**src/rtl/perf_counter_master.sv**
```systemverilog
// Command-driven master for a sectioned performance-counter slave.
// It issues GO/STOP/CLEAR writes and takes torn-read-safe 64-bit time snapshots with bounded retry.
module perf_counter_master #(
  parameter int MAX_RETRY = 3
) (
  input  logic        clk,
  input  logic        reset,
  input  logic        cmd_valid,
  output logic        cmd_ready,
  input  logic [1:0]  cmd_op,
  input  logic [1:0]  cmd_section,
  output logic [3:0]  avm_address,
  output logic        avm_read,
  output logic        avm_write,
  output logic        avm_begintransfer,
  output logic [31:0] avm_writedata,
  input  logic [31:0] avm_readdata,
  output logic        res_valid,
  input  logic        res_ready,
  output logic [63:0] res_time,
  output logic [31:0] res_events,
  output logic [1:0]  res_section,
  output logic        res_error,
  output logic [2:0]  o_dbg_state
);

  typedef enum logic [2:0] {
    S_IDLE, S_WRITE, S_RD_HI, S_RD_LO, S_RD_HI2, S_RD_EV, S_CHECK
  } state_t;

  localparam logic [1:0] OP_GO    = 2'd0;
  localparam logic [1:0] OP_STOP  = 2'd1;
  localparam logic [1:0] OP_CLEAR = 2'd2;
  localparam logic [1:0] OP_SNAP  = 2'd3;
  localparam logic [3:0] MAX_RETRY_W = 4'(MAX_RETRY);

  state_t      r_state, w_next;
  logic [1:0]  r_op, r_sec;
  logic [3:0]  r_retry;
  logic [31:0] r_hi1, r_lo, r_hi2;
  logic        r_res_valid, r_res_error;
  logic [63:0] r_res_time;
  logic [31:0] r_res_events;
  logic [1:0]  r_res_section;
  logic        w_accept, w_done, w_retry_inc;
  logic [3:0]  w_base;

  // Handshake: a command transfers on a rising edge where cmd_valid & cmd_ready;
  // a result transfers on a rising edge where res_valid & res_ready.
  assign cmd_ready = (r_state == S_IDLE) && !r_res_valid;
  assign w_accept  = cmd_valid && cmd_ready;
  assign w_base    = {r_sec, 2'b00};

  always_ff @(posedge clk) begin
    if (reset) r_state <= S_IDLE;
    else       r_state <= w_next;
  end

  always_comb begin
    w_next        = r_state;
    avm_read      = 1'b0;
    avm_write     = 1'b0;
    avm_address   = 4'd0;
    avm_writedata = 32'd0;
    w_done        = 1'b0;
    w_retry_inc   = 1'b0;
    case (r_state)
      S_IDLE: begin
        if (w_accept) w_next = (cmd_op == OP_SNAP) ? S_RD_HI : S_WRITE;
      end
      S_WRITE: begin
        avm_write = 1'b1;
        case (r_op)
          OP_GO:    avm_address = w_base + 4'd1;
          OP_STOP:  avm_address = w_base;
          OP_CLEAR: avm_writedata = 32'd1;
          default:  avm_address = 4'd0;
        endcase
        w_next = S_IDLE;
      end
      S_RD_HI:  begin avm_read = 1'b1; avm_address = w_base + 4'd1; w_next = S_RD_LO;  end
      S_RD_LO:  begin avm_read = 1'b1; avm_address = w_base;        w_next = S_RD_HI2; end
      S_RD_HI2: begin avm_read = 1'b1; avm_address = w_base + 4'd1; w_next = S_RD_EV;  end
      S_RD_EV:  begin avm_read = 1'b1; avm_address = w_base + 4'd2; w_next = S_CHECK;  end
      S_CHECK: begin
        // A changed high word means lo may belong to either epoch; re-read unless out of retries.
        if ((r_hi1 == r_hi2) || (r_retry == MAX_RETRY_W)) begin
          w_done = 1'b1;
          w_next = S_IDLE;
        end else begin
          w_retry_inc = 1'b1;
          w_next      = S_RD_HI;
        end
      end
      default: w_next = S_IDLE;
    endcase
  end

  assign avm_begintransfer = avm_read | avm_write;

  always_ff @(posedge clk) begin
    if (reset) begin
      r_op          <= 2'd0;
      r_sec         <= 2'd0;
      r_retry       <= 4'd0;
      r_hi1         <= 32'd0;
      r_lo          <= 32'd0;
      r_hi2         <= 32'd0;
      r_res_valid   <= 1'b0;
      r_res_error   <= 1'b0;
      r_res_time    <= 64'd0;
      r_res_events  <= 32'd0;
      r_res_section <= 2'd0;
    end else begin
      if (w_accept) begin
        r_op  <= cmd_op;
        r_sec <= cmd_section;
        if (cmd_op == OP_SNAP) r_retry <= 4'd0;
      end
      // Slave data lags the address by one cycle.
      if (r_state == S_RD_LO)  r_hi1 <= avm_readdata;
      if (r_state == S_RD_HI2) r_lo  <= avm_readdata;
      if (r_state == S_RD_EV)  r_hi2 <= avm_readdata;
      if (w_retry_inc) r_retry <= r_retry + 4'd1;
      if (w_done) begin
        r_res_valid   <= 1'b1;
        r_res_time    <= {r_hi2, r_lo};
        r_res_events  <= avm_readdata;
        r_res_section <= r_sec;
        r_res_error   <= (r_hi1 != r_hi2);
      end else if (r_res_valid && res_ready) begin
        r_res_valid <= 1'b0;
      end
    end
  end

  assign res_valid   = r_res_valid;
  assign res_time    = r_res_time;
  assign res_events  = r_res_events;
  assign res_section = r_res_section;
  assign res_error   = r_res_error;
  assign o_dbg_state = r_state;

endmodule

```
**config.mk**
```make
export PLATFORM = sky130hd
export DESIGN_NAME = perf_counter_master
export DESIGN_NICKNAME = d
export VERILOG_FILES = /design/src/rtl/perf_counter_master.sv
export SDC_FILE = /design/constraint.sdc
export NUM_CORES = 1
export LEC_CHECK = 0
export BUFFER_PORTS_ARGS = -buffer_cell sky130_fd_sc_hd__buf_2
export CAP_MARGIN = 30
export CORE_MARGIN = 1.5
export CORE_UTILIZATION = 58
export CTS_CLUSTER_DIAMETER = 50
export CTS_CLUSTER_SIZE = 24
export DETAILED_ROUTE_END_ITERATION = 6
export HOLD_SLACK_MARGIN = 0.1
export PLACE_DENSITY = 0.95
export SKIP_CTS_REPAIR_TIMING = 1
export SLEW_MARGIN = 20
export SYNTH_ARGS = -nofsm -noshare
export SYNTH_HDL_FRONTEND = slang
export SYNTH_SLANG_ARGS = --single-unit
```
**constraint.sdc**
```tcl
create_clock -name clk -period 3.9 [get_ports clk]
set_clock_uncertainty 0.2 [all_clocks]
set_input_delay 0.78 -clock clk [delete_from_list [all_inputs] [get_ports clk]]
set_output_delay 0.78 -clock clk [all_outputs]
set_load 0.05 [all_outputs]
```
==> key figures, run 1 <==
Outcome
  • Status: finished, final reports clean

Clocking
  • Clock latency on the worst-skew pair: 0.49 ns
  • H-tree levels: 1
  • Clk buf depth: 3
  • Reg clk slew, reported paths: 0.08 ns
  • CTS tree: yes
  • CTS Sinks: 207
  • Root buf cell: clkbuf_16
  • Num CTS Buffers: 15

Route
  • Vias per Instance: 5.92
  • Routed via count: 7,746
  • Initial DRC count: 1,035
  • Routed length per instance: 17.3 µm
  • Detailed Route WL: 22.6 mm
  • DRC violations left: 0
  • TritonRoute pass-1 iters: 5
  • Post-route ant nets: 0

Setup path
  • Worst-path fanout max: 34
  • WP data arrival: 2.32 ns
  • Worst Path Required: 2.92 ns
  • CP endpoint kind: output port
  • Setup CP Type: reg2out
  • Reg-to-reg slack, setup: 1.04 ns
  • Worst setup SP type: flop

Finish
  • Layout cell share with drive strength beyond 1: 0.178
  • Reg area: 4140 µm²
  • Area grow syn2layout: 13.2%
  • Fillcell total: 1,127
  • Final net count: 1,159
  • Commonest non-fill, non-tap cell in the layout: dfxtp_1
  • Area occupied by multi-input gates: 3600 µm²
  • Design Area, Final: 9330 µm²
  • Post-route insts no fill: 1,308
  • Most frequent cells in the layout: dfxtp_1, a21oi_1, nand2_1, buf_2, nand3_1

Die
  • Initial Utilization: 0.594
  • Die Area: 14,900 µm²
  • Die H: 122 µm
  • Width of the die: 122 µm
  • I/O pin cnt: 183
  • Row count: 43
  • Core Region: 13,900 µm²

Timing
  • RSZ-0062 raised after global routing: false
  • Fin crit share: 0.847
  • Worst-margin pin slew: 0.946 ns
  • Slew HR: 0.369
  • Final Max Tran Viols: 0
  • Final TNS setup: 0 ns
  • Final worst path period need: 3.30 ns
  • Final setup fails: 0
  • Hold Vio Cnt, Final: 0
  • Fmax: 0.303 GHz

Place
  • Estimated wirelength of the detail-placed design: 13.9 mm
  • DP Area: 8840 µm²
  • Gpl congestion: 0.950
  • Post-placement cell count: 1,281
  • I/O Buffers: 151

Pwr
  • LEAKAGE: 3.46 nW
  • IR drop worst, VDD: 0.000299 V
  • Overall Power: 0.00408 W
  • Cell area power density: 438 nW/µm²

Global routing
  • Initial antenna violation count: 1
  • All-Layer GR Usage: 0.292
  • Largest net degree at the start of global routing: 121
  • GRT overflow: 0
  • Vias in the first global route: 6,824
  • First-pass GRT wire length: 35.1 mm

Logic synthesis
  • YS warnings: 0
  • Synth top area share: 0.503
  • Sequential-to-total area share from yosys stat: 0.503
  • Syn avg cell area: 8.01 µm²
  • Yosys reg bits: 207
  • Area contributors post-synth: dfxtp_1, a21oi_1, nand2_1
  • Synthesized area: 8240 µm²
  • Cells after synthesis: 1,029
  • Yosys cell types: 36
  • Synth area leader: dfxtp_1

Worst hold path
  • Tightest Hold Check Type: reg2reg

Flow run
  • Max_cap viols: 0
## kinds of logic after synthesis
logic type,share of synthesized area
AND/OR/NAND/NOR,0.185
AO/OA/AOI/OAI,0.197
flip-flops,0.503
buffers and inverters,0.0785
XOR/XNOR,0.0351
adder cells (fa/ha/maj),0.00152
other,0.000455
## power by group
group | internal (W) | total [W] | switching, W
Clock | 0.000777 | 0.00155 | 0.000770
Sequential | 0.00212 | 0.00213 | 0.0000111
Combinational | 0.0000634 | 0.000404 | 0.000341
## cells in the mapped netlist
cell type / number
dfxtp_1: 207
a21oi_1: 206
nand2_1: 203
nand3_1: 106
o21ai_0: 101
clkbuf_1: 73
buf_4: 32
xnor2_1: 32
buf_2: 10
nand4_1: 9
nor2_1: 6
buf_6: 5
nand2b_1: 4
nor3_1: 3
nor4_2: 3
o211ai_1: 3
or3_1: 3
a31oi_1: 2
and3_1: 2
nor2b_1: 2
or2_2: 2
a211o_1: 1
a211oi_1: 1
a21o_1: 1
a21oi_2: 1
a311oi_1: 1
a31o_1: 1
and3b_1: 1
and4b_1: 1
buf_1: 1
buf_8: 1
conb_1: 1
ha_1: 1
inv_1: 1
inv_2: 1
xor2_1: 1
## area by class of cell
cell class | count | share of cell area
clock buffers | 18 | 0.0436
clock inverters | 8 | 0.00818
multi-input cells | 728 | 0.385
well taps | 180 | 0.0241
inverters | 2 | 0.000805
diodes | 1 | 0.000268
flip-flops and latches | 207 | 0.444
repair buffers | 164 | 0.0935
## sequential cells by signal (all words and copies together) (netlist names)
register,count
r_lo,32
res_time,64
res_error,1
r_hi2,32
o_dbg_state,3
r_retry,4
res_valid,1
res_events,32
r_hi1,32
r_op,2
res_section,2
r_sec,2
## critical path, cell delays in order (launching register included)
cell and delay (ns):
dfxtp_1 0.64, nand2b_1 0.21, or2_2 0.61, inv_2 0.14, buf_2 0.27
## stage by stage
step / hold WS (ns) / setup WS (ns) / util
6_report: 0.259 / 0.598 / 0.672
5_1_grt: 0.273 / 0.520 / 0.672
4_1_cts: 0.259 / 0.630 / 0.672
3_5_place_dp: 0.248 / 1.12 / 0.637
3_3_place_gp: 0.243 / 1.17 / 0.637
2_1_floorplan: 0.237 / 0.192 / -
## path summary, 6_finish.rpt
kind                          endpoint                   startpoint  cells past startpoint
max                     avm_address[1]  o_dbg_state[2]$_SDFFE_PP0P_                      4
min              r_lo[27]$_SDFFE_PP0P_        r_lo[27]$_SDFFE_PP0P_                      2
max reg2reg  res_time[51]$_SDFFE_PP0P_       r_hi2[31]$_SDFFE_PP0P_                      7
min reg2reg      r_lo[27]$_SDFFE_PP0P_        r_lo[27]$_SDFFE_PP0P_                      2
## metal layers
layer | GRT usage | wire length, µm | vias to the layer above
met3 | 0.0590 | 2290 | 58
met2 | 0.451 | 10400 | 422
li1 | - | - | 3622
met5 | 0 | 0 | -
met4 | 0.100 | 654 | 0
met1 | 0.409 | 9250 | 3644
(Power assumes the default switching activity.)
==> run 2: changes to the inputs <==
--- a/config.mk
+++ b/config.mk
@@ -5,15 +5,16 @@
 export SDC_FILE = /design/constraint.sdc
 export NUM_CORES = 1
 export LEC_CHECK = 0
+export ABC_AREA = 1
 export BUFFER_PORTS_ARGS = -buffer_cell sky130_fd_sc_hd__buf_2
 export CAP_MARGIN = 30
 export CORE_MARGIN = 1.5
-export CORE_UTILIZATION = 58
+export CORE_UTILIZATION = 53
 export CTS_CLUSTER_DIAMETER = 50
 export CTS_CLUSTER_SIZE = 24
 export DETAILED_ROUTE_END_ITERATION = 6
 export HOLD_SLACK_MARGIN = 0.1
-export PLACE_DENSITY = 0.95
+export PLACE_DENSITY = 0.89
 export SKIP_CTS_REPAIR_TIMING = 1
 export SLEW_MARGIN = 20
 export SYNTH_ARGS = -nofsm -noshare
==> constraint.sdc (replaced) <==
create_clock -name clk -period 3.05 [get_ports clk]
set_clock_uncertainty 0.2 [all_clocks]
set_input_delay 0.61 -clock clk [delete_from_list [all_inputs] [get_ports clk]]
set_output_delay 0.61 -clock clk [all_outputs]
set_load 0.05 [all_outputs]
==> key figures, run 2 <==
Outcome
  • Status: finished, final reports clean

Route
  • Vias per Instance: 5.10 (-14%)
  • TritonRoute pass-1 iters: 5 (unchanged)
  • Post-route ant nets: 0 (unchanged)
  • Routed length per instance: 13.3 µm (-23%)
  • Routed via count: 6,914 (-11%)
  • DRC violations left: 0 (unchanged)
  • Detailed Route WL: 18.0 mm (-20%)
  • Initial DRC count: 406 (-61%)

Clocking
  • CTS tree: yes
  • Clock latency on the worst-skew pair: 0.48 ns (about the same)
  • Reg clk slew, reported paths: 0.08 ns (about the same)
  • H-tree levels: 1 (unchanged)
  • Root buf cell: clkbuf_16
  • Num CTS Buffers: 17 (+2)
  • Clk buf depth: 3 (unchanged)
  • CTS Sinks: 207 (unchanged)

Timing
  • Post-route setup slack: 0.247 ns (-0.351 ns)
  • Fmax: 0.357 GHz
  • Final worst path period need: 2.80 ns
  • Final Max Tran Viols: 0 (unchanged)
  • Hold Slack: 0.176 ns (-0.0835 ns)
  • Hold Vio Cnt, Final: 0 (unchanged)
  • Final setup fails: 0 (unchanged)
  • Slew HR: 0.515 (+0.146)
  • RSZ-0062 raised after global routing: false
  • Worst-margin pin slew: 0.727 ns (-0.219 ns)
  • Fin crit share: 0.919

Finish
  • Final net count: 1,204 (+3.9%)
  • Layout cell share with drive strength beyond 1: 0.179 (+0.000679)
  • Design Area, Final: 9240 µm² (-0.97%)
  • Max reg flops: 64 (unchanged)
  • Post-route insts no fill: 1,357 (+3.7%)
  • Commonest non-fill, non-tap cell in the layout: nor2_1
  • N_diodes: 0 (-1)
  • Core Util, Final: 0.636 (-0.0364)
  • Area grow syn2layout: 16.7%
  • Most frequent cells in the layout: nor2_1, dfxtp_1, o21ai_0, buf_2, nand2_1
  • Fillcell total: 1,264 (+12%)

Die
  • Die Area: 15,700 µm² (+5.0%)
  • Row count: 44 (+2.3%)
  • Die H: 125 µm (+2.5%)
  • Width of the die: 125 µm (+2.5%)
  • I/O pin cnt: 183 (unchanged)
  • Core Region: 14,500 µm² (+4.7%)
  • Initial Utilization: 0.545 (-0.0490)

Setup path
  • Worst-path fanout max: 6 (-82%)
  • CP endpoint kind: output port
  • CP dominant cell by count: nor2_1
  • Worst reg-to-reg path cell count: 11 (+4)
  • Crit-path cells: nor2_1, inv_1, nor2_2, nor2_1, inv_1, nor4_2, nor2_1, buf_2
  • Instance count on the critical path: 8 (+4)
  • Critical-path top delay cell: dfxtp_1
  • Worst Path Required: 2.24 ns (-0.68 ns)
  • Delay-heaviest family, CP: simple AND/OR/NAND/NOR gates
  • WP data arrival: 1.99 ns (-0.33 ns)
  • Worst setup SP type: flop
  • Crit path buffers/inverters: 3 (+1)
  • Setup CP Type: reg2out
  • Largest stage delay on the critical path: 0.49 ns (-0.15 ns)

Global routing
  • GRT overflow: 0 (unchanged)
  • Vias in the first global route: 6,272 (-8.1%)
  • First-pass GRT wire length: 29.8 mm (-15%)
  • Initial antenna violation count: 0 (-1)
  • All-Layer GR Usage: 0.224 (-0.0682)
  • Largest net degree at the start of global routing: 100 (-17%)

Place
  • I/O Buffers: 151 (unchanged)
  • Gpl congestion: 0.847 (-11%)
  • Estimated wirelength of the detail-placed design: 11.6 mm (-17%)
  • DP Area: 8660 µm² (-2.1%)
  • Worst slack, placed: 0.595 ns (-0.524 ns)
  • Post-placement cell count: 1,327 (+3.6%)

Flow run
  • Max_cap viols: 0 (unchanged)

Logic synthesis
  • FFs w/ async S/R, synth: 0 (unchanged)
  • Cells after synthesis: 1,043 (+1.4%)
  • Sequential-to-total area share from yosys stat: 0.523 (+0.0206)
  • YS warnings: 0 (unchanged)
  • Syn avg cell area: 7.59 µm² (-5.2%)
  • EDFF count, synth: 0 (unchanged)
  • Synth area leader: dfxtp_1
  • Commonest cells post-synth: nor2_1, dfxtp_1, o21ai_0
  • Yosys cell types: 28 (-22%)
  • Synth top area share: 0.523 (+0.0206)
  • Yosys reg bits: 207 (unchanged)
  • Ys flop type: dfxtp_1
  • Area contributors post-synth: dfxtp_1, nor2_1, o21ai_0
  • Top-count cell post-synth: nor2_1
  • Synthesized area: 7920 µm² (-3.9%)

Pwr
  • Cell area power density: 589 nW/µm² (+35%)
  • IR drop worst, VDD: 0.000437 V (+46%)
  • LEAKAGE: 4.17 nW (+21%)

Worst hold path
  • Tightest Hold Check Type: in2reg
  • Worst hold path stage count: 4 (+2)
[run 2: routing by layer]
layer,vias to the layer above,part of all wire,track usage
li1,3495,-,-
met1,3163,0.42,0.286
met2,217,0.48,0.384
met3,39,0.067,0.0488
met4,0,0.026,0.0622
met5,-,0,0
[run 2: worst min-delay path: stages]
cell     delay [ns]
buf_2          0.07
inv_1          0.03
nand2_1        0.04
a21oi_1        0.05
[run 2: power breakdown]
part / leakage, nW / switching, W / internal (W) / total (W)
Combinational: 2.23 / 0.000375 / 0.000121 / 0.000496
Clock: 0.270 / 0.00109 / 0.00110 / 0.00219
Sequential: 1.67 / 0.0000245 / 0.00273 / 0.00276
[run 2: area by class of cell]
type | count | area (µm²) | share of cell area
Sequential cell | 207 | 4140 | 0.448
Multi-Input combinational cell | 744 | 3300 | 0.358
Timing Repair Buffer | 163 | 882 | 0.0955
Clock buffer | 17 | 425 | 0.0460
Tap cell | 184 | 230 | 0.0249
Clock inverter | 12 | 134 | 0.0145
Inverter | 30 | 120 | 0.0130
[run 2: kinds of logic (layout without fill, tap and decap cells)]
family,Yosys count,count (layout),share of synthesized area
simple gates,460,460,0.224
compound gates,224,224,0.142
flops,207,207,0.523
buf+inv,122,222,0.0776
xor+xnor,28,28,0.0310
fa+ha+maj,1,1,0.00158
other cells,1,31,0.000474
[run 2: per-stage QoR]
step	setup TNS [ns]	power [W]
after global placement	0	0.00331
after detailed placement	0	0.00331
final	0	0.00544
after global routing	0	0.00565
after floorplan	-0.0404	0.00322
after CTS	0	0.00549
[run 2: final timing paths]
| kind | slack [ns] | start | end |
|---|---|---|---|
| worst max register to register | 0.67 | r_hi2[10]$_SDFFE_PP0P_ | res_events[12]$_SDFFE_PP0P_ |
| worst min register to register | 0.27 | r_sec[1]$_SDFFE_PP0P_ | r_sec[1]$_SDFFE_PP0P_ |
| worst min-delay path | 0.18 | res_ready | res_valid$_SDFFE_PP0P_ |
| worst max-delay path | 0.25 | o_dbg_state[1]$_SDFFE_PP0P_ | avm_address[3] |
==> run 3: changes to the inputs <==
--- a/config.mk
+++ b/config.mk
@@ -9,12 +9,12 @@
 export BUFFER_PORTS_ARGS = -buffer_cell sky130_fd_sc_hd__buf_2
 export CAP_MARGIN = 30
 export CORE_MARGIN = 1.5
-export CORE_UTILIZATION = 53
+export CORE_UTILIZATION = 48
 export CTS_CLUSTER_DIAMETER = 50
 export CTS_CLUSTER_SIZE = 24
 export DETAILED_ROUTE_END_ITERATION = 6
 export HOLD_SLACK_MARGIN = 0.1
-export PLACE_DENSITY = 0.89
+export PLACE_DENSITY = 0.85
 export SKIP_CTS_REPAIR_TIMING = 1
 export SLEW_MARGIN = 20
 export SYNTH_ARGS = -nofsm -noshare
==> constraint.sdc (replaced) <==
create_clock -name clk -period 2.3 [get_ports clk]
set_clock_uncertainty 0.2 [all_clocks]
set_input_delay 0.46 -clock clk [delete_from_list [all_inputs] [get_ports clk]]
set_output_delay 0.46 -clock clk [all_outputs]
set_load 0.05 [all_outputs]
==> key figures, run 3 (synthesis gave the netlist of run 2 again) <==
Finish
  • Layout cell share with drive strength beyond 1: 0.202 (+0.0228)
  • N_diodes: 0 (unchanged)
  • Area grow syn2layout: 26.9%
  • Commonest non-fill, non-tap cell in the layout: nor2_1
  • Design Area, Final: 10,000 µm² (+8.7%)
  • Final net count: 1,247 (+3.6%)
  • Most frequent cells in the layout: nor2_1, dfxtp_1, o21ai_0, buf_2, nand2_1
  • Max reg flops: 64 (unchanged)

Route
  • Routed via count: 7,295 (+5.5%)
  • Detailed Route WL: 21.3 mm (+19%)
  • DRC violations left: 0 (unchanged)
  • Initial DRC count: 433 (+6.7%)
  • Routed length per instance: 14.9 µm (+12%)
  • TritonRoute pass-1 iters: 5 (unchanged)
  • Post-route ant nets: 0 (unchanged)
  • Vias per Instance: 5.08 (-0.22%)

Pwr
  • LEAKAGE: 4.46 nW (+7.1%)
  • Cell area power density: 769 nW/µm² (+31%)
  • IR drop worst, VDD: 0.000617 V (+41%)
  • Overall Power: 0.00772 W (+42%)

Setup path
  • CP endpoint kind: output port
  • CP dominant cell by count: nor2_4
  • Reg2reg start: r_hi2[13]$_SDFFE_PP0P_
  • Largest stage delay on the critical path: 0.38 ns (-0.11 ns)
  • Worst-path fanout max: 6 (unchanged)
  • WP data arrival: 1.94 ns (-0.05 ns)
  • Worst reg2reg path endpoint: res_events[12]$_SDFFE_PP0P_
  • Setup CP Type: reg2out
  • Critical-path top delay cell: dfxtp_4
  • Worst setup SP type: flop
  • Worst reg-to-reg path cell count: 11 (unchanged)
  • Crit-path cells: clkinvlp_4, nor2_4, inv_2, nor2_4, nor2_2, inv_1, nor4_2, buf_4, nor2_4, buf_8
  • Reg-to-reg slack, setup: 0.11 ns (-0.56 ns)
  • Worst Path Required: 1.64 ns (-0.60 ns)
  • Crit. Startpoint: o_dbg_state[2]$_SDFFE_PP0P_

Global routing
  • Initial antenna violation count: 0 (unchanged)
  • GRT Max-Usage Layer: met2
  • GR Util met2: 0.349 (-0.0353)
  • Vias in the first global route: 6,225 (-0.75%)
  • All-Layer GR Usage: 0.209 (-0.0150)
  • GRT overflow: 0 (unchanged)
  • GR Layer Usage met3: 0.0394 (-0.00943)
  • First-pass GRT wire length: 30.6 mm (+2.7%)
  • GRT met1 Usage: 0.280 (-0.00571)
  • Largest net degree at the start of global routing: 87 (-13%)

Clocking
  • Reg clk slew, reported paths: 0.07 ns (about the same)
  • CTS Sinks: 207 (unchanged)
  • CTS tree: yes
  • Root buf cell: clkbuf_16
  • H-tree levels: 1 (unchanged)
  • Clk buf depth: 3 (unchanged)
  • Num CTS Buffers: 19 (+2)
  • Clock latency on the worst-skew pair: 0.49 ns (about the same)

Timing
  • Hold Vio Cnt, Final: 0 (unchanged)
  • Hold Slack: 0.0853 ns (-0.0906 ns)
  • Post-route setup slack: -0.299 ns (-0.546 ns)
  • Fmax: 0.385 GHz
  • Final setup fails: 7 (+7)
  • RSZ-0062 raised after global routing: true
  • Final Max Tran Viols: 0 (unchanged)
  • Final worst path period need: 2.60 ns
  • Fin crit share: 1.13

Die
  • Row count: 46 (+4.5%)
  • Initial Utilization: 0.495 (-0.0499)
  • Core Region: 16,000 µm² (+10%)
  • I/O pin cnt: 183 (unchanged)
  • Die Area: 17,300 µm² (+10%)
  • Die H: 131 µm (+5.0%)
  • Width of the die: 131 µm (+5.0%)

Place
  • Gpl congestion: 0.811 (-4.3%)
  • DP Area: 8810 µm² (+1.7%)
  • I/O Buffers: 151 (unchanged)
  • Estimated wirelength of the detail-placed design: 12.2 mm (+5.2%)

Worst hold path
  • Worst hold path stage count: 3 (-1)
  • WHS Endpoint: r_hi2[6]$_SDFFE_PP0P_
  • Tightest Hold Check Type: in2reg
  • Hold Crit Start: avm_readdata[6]

Flow run
  • Max_cap viols: 0 (unchanged)

Outcome
  • Status: finished with violations
  • Failing checks: setup timing
[run 3: worst max-delay path by stage]
stage / to / cells after the start
2_1_floorplan: avm_writedata[0] / 4
3_3_place_gp: res_time[59]$_SDFFE_PP0P_ / 11
3_5_place_dp: r_hi2[21]$_SDFFE_PP0P_ / 9
4_1_cts: avm_address[2] / 10
5_1_grt: avm_address[2] / 10
6_report: avm_address[2] / 10
[run 3: metal layers]
layer,part of all wire,up-vias
met5,0,-
met4,0.018,0
met1,0.44,3391
met3,0.065,34
li1,-,3599
met2,0.48,271
[run 3: final cells by class]
type                    count  area, µm²
clock buffers              21        503
fillers                  1372       5950
repair buffers            204       1450
clock inverters            13        153
multi-input cells         744       3380
well taps                 216        270
inverters                  30        134
flip-flops and latches    207       4150
[run 3: per-stage QoR]
step | instances | TNS (ns) | util | worst slack, ns
6_report | 1435 | -1.28 | 0.628 | -0.299
3_5_place_dp | 1363 | 0 | 0.550 | 0.124
3_3_place_gp | 1363 | 0 | 0.550 | 0.142
5_1_grt | 1435 | -1.88 | 0.628 | -0.379
4_1_cts | 1397 | -1.54 | 0.591 | -0.366
2_1_floorplan | 1073 | -0.108 | - | -0.0950
[run 3: critical path, delay by kind of cell, from the launching register on]
kind,cells,cell delay [ns]
buffers and inverters,5,0.61
and+or+nand+nor,5,0.48
DFF,1,0.38
[run 3: report_power, final]
part           switching [W]  internal, W
Sequential         0.0000344      0.00363
Combinational       0.000570     0.000255
Clock                0.00148      0.00176
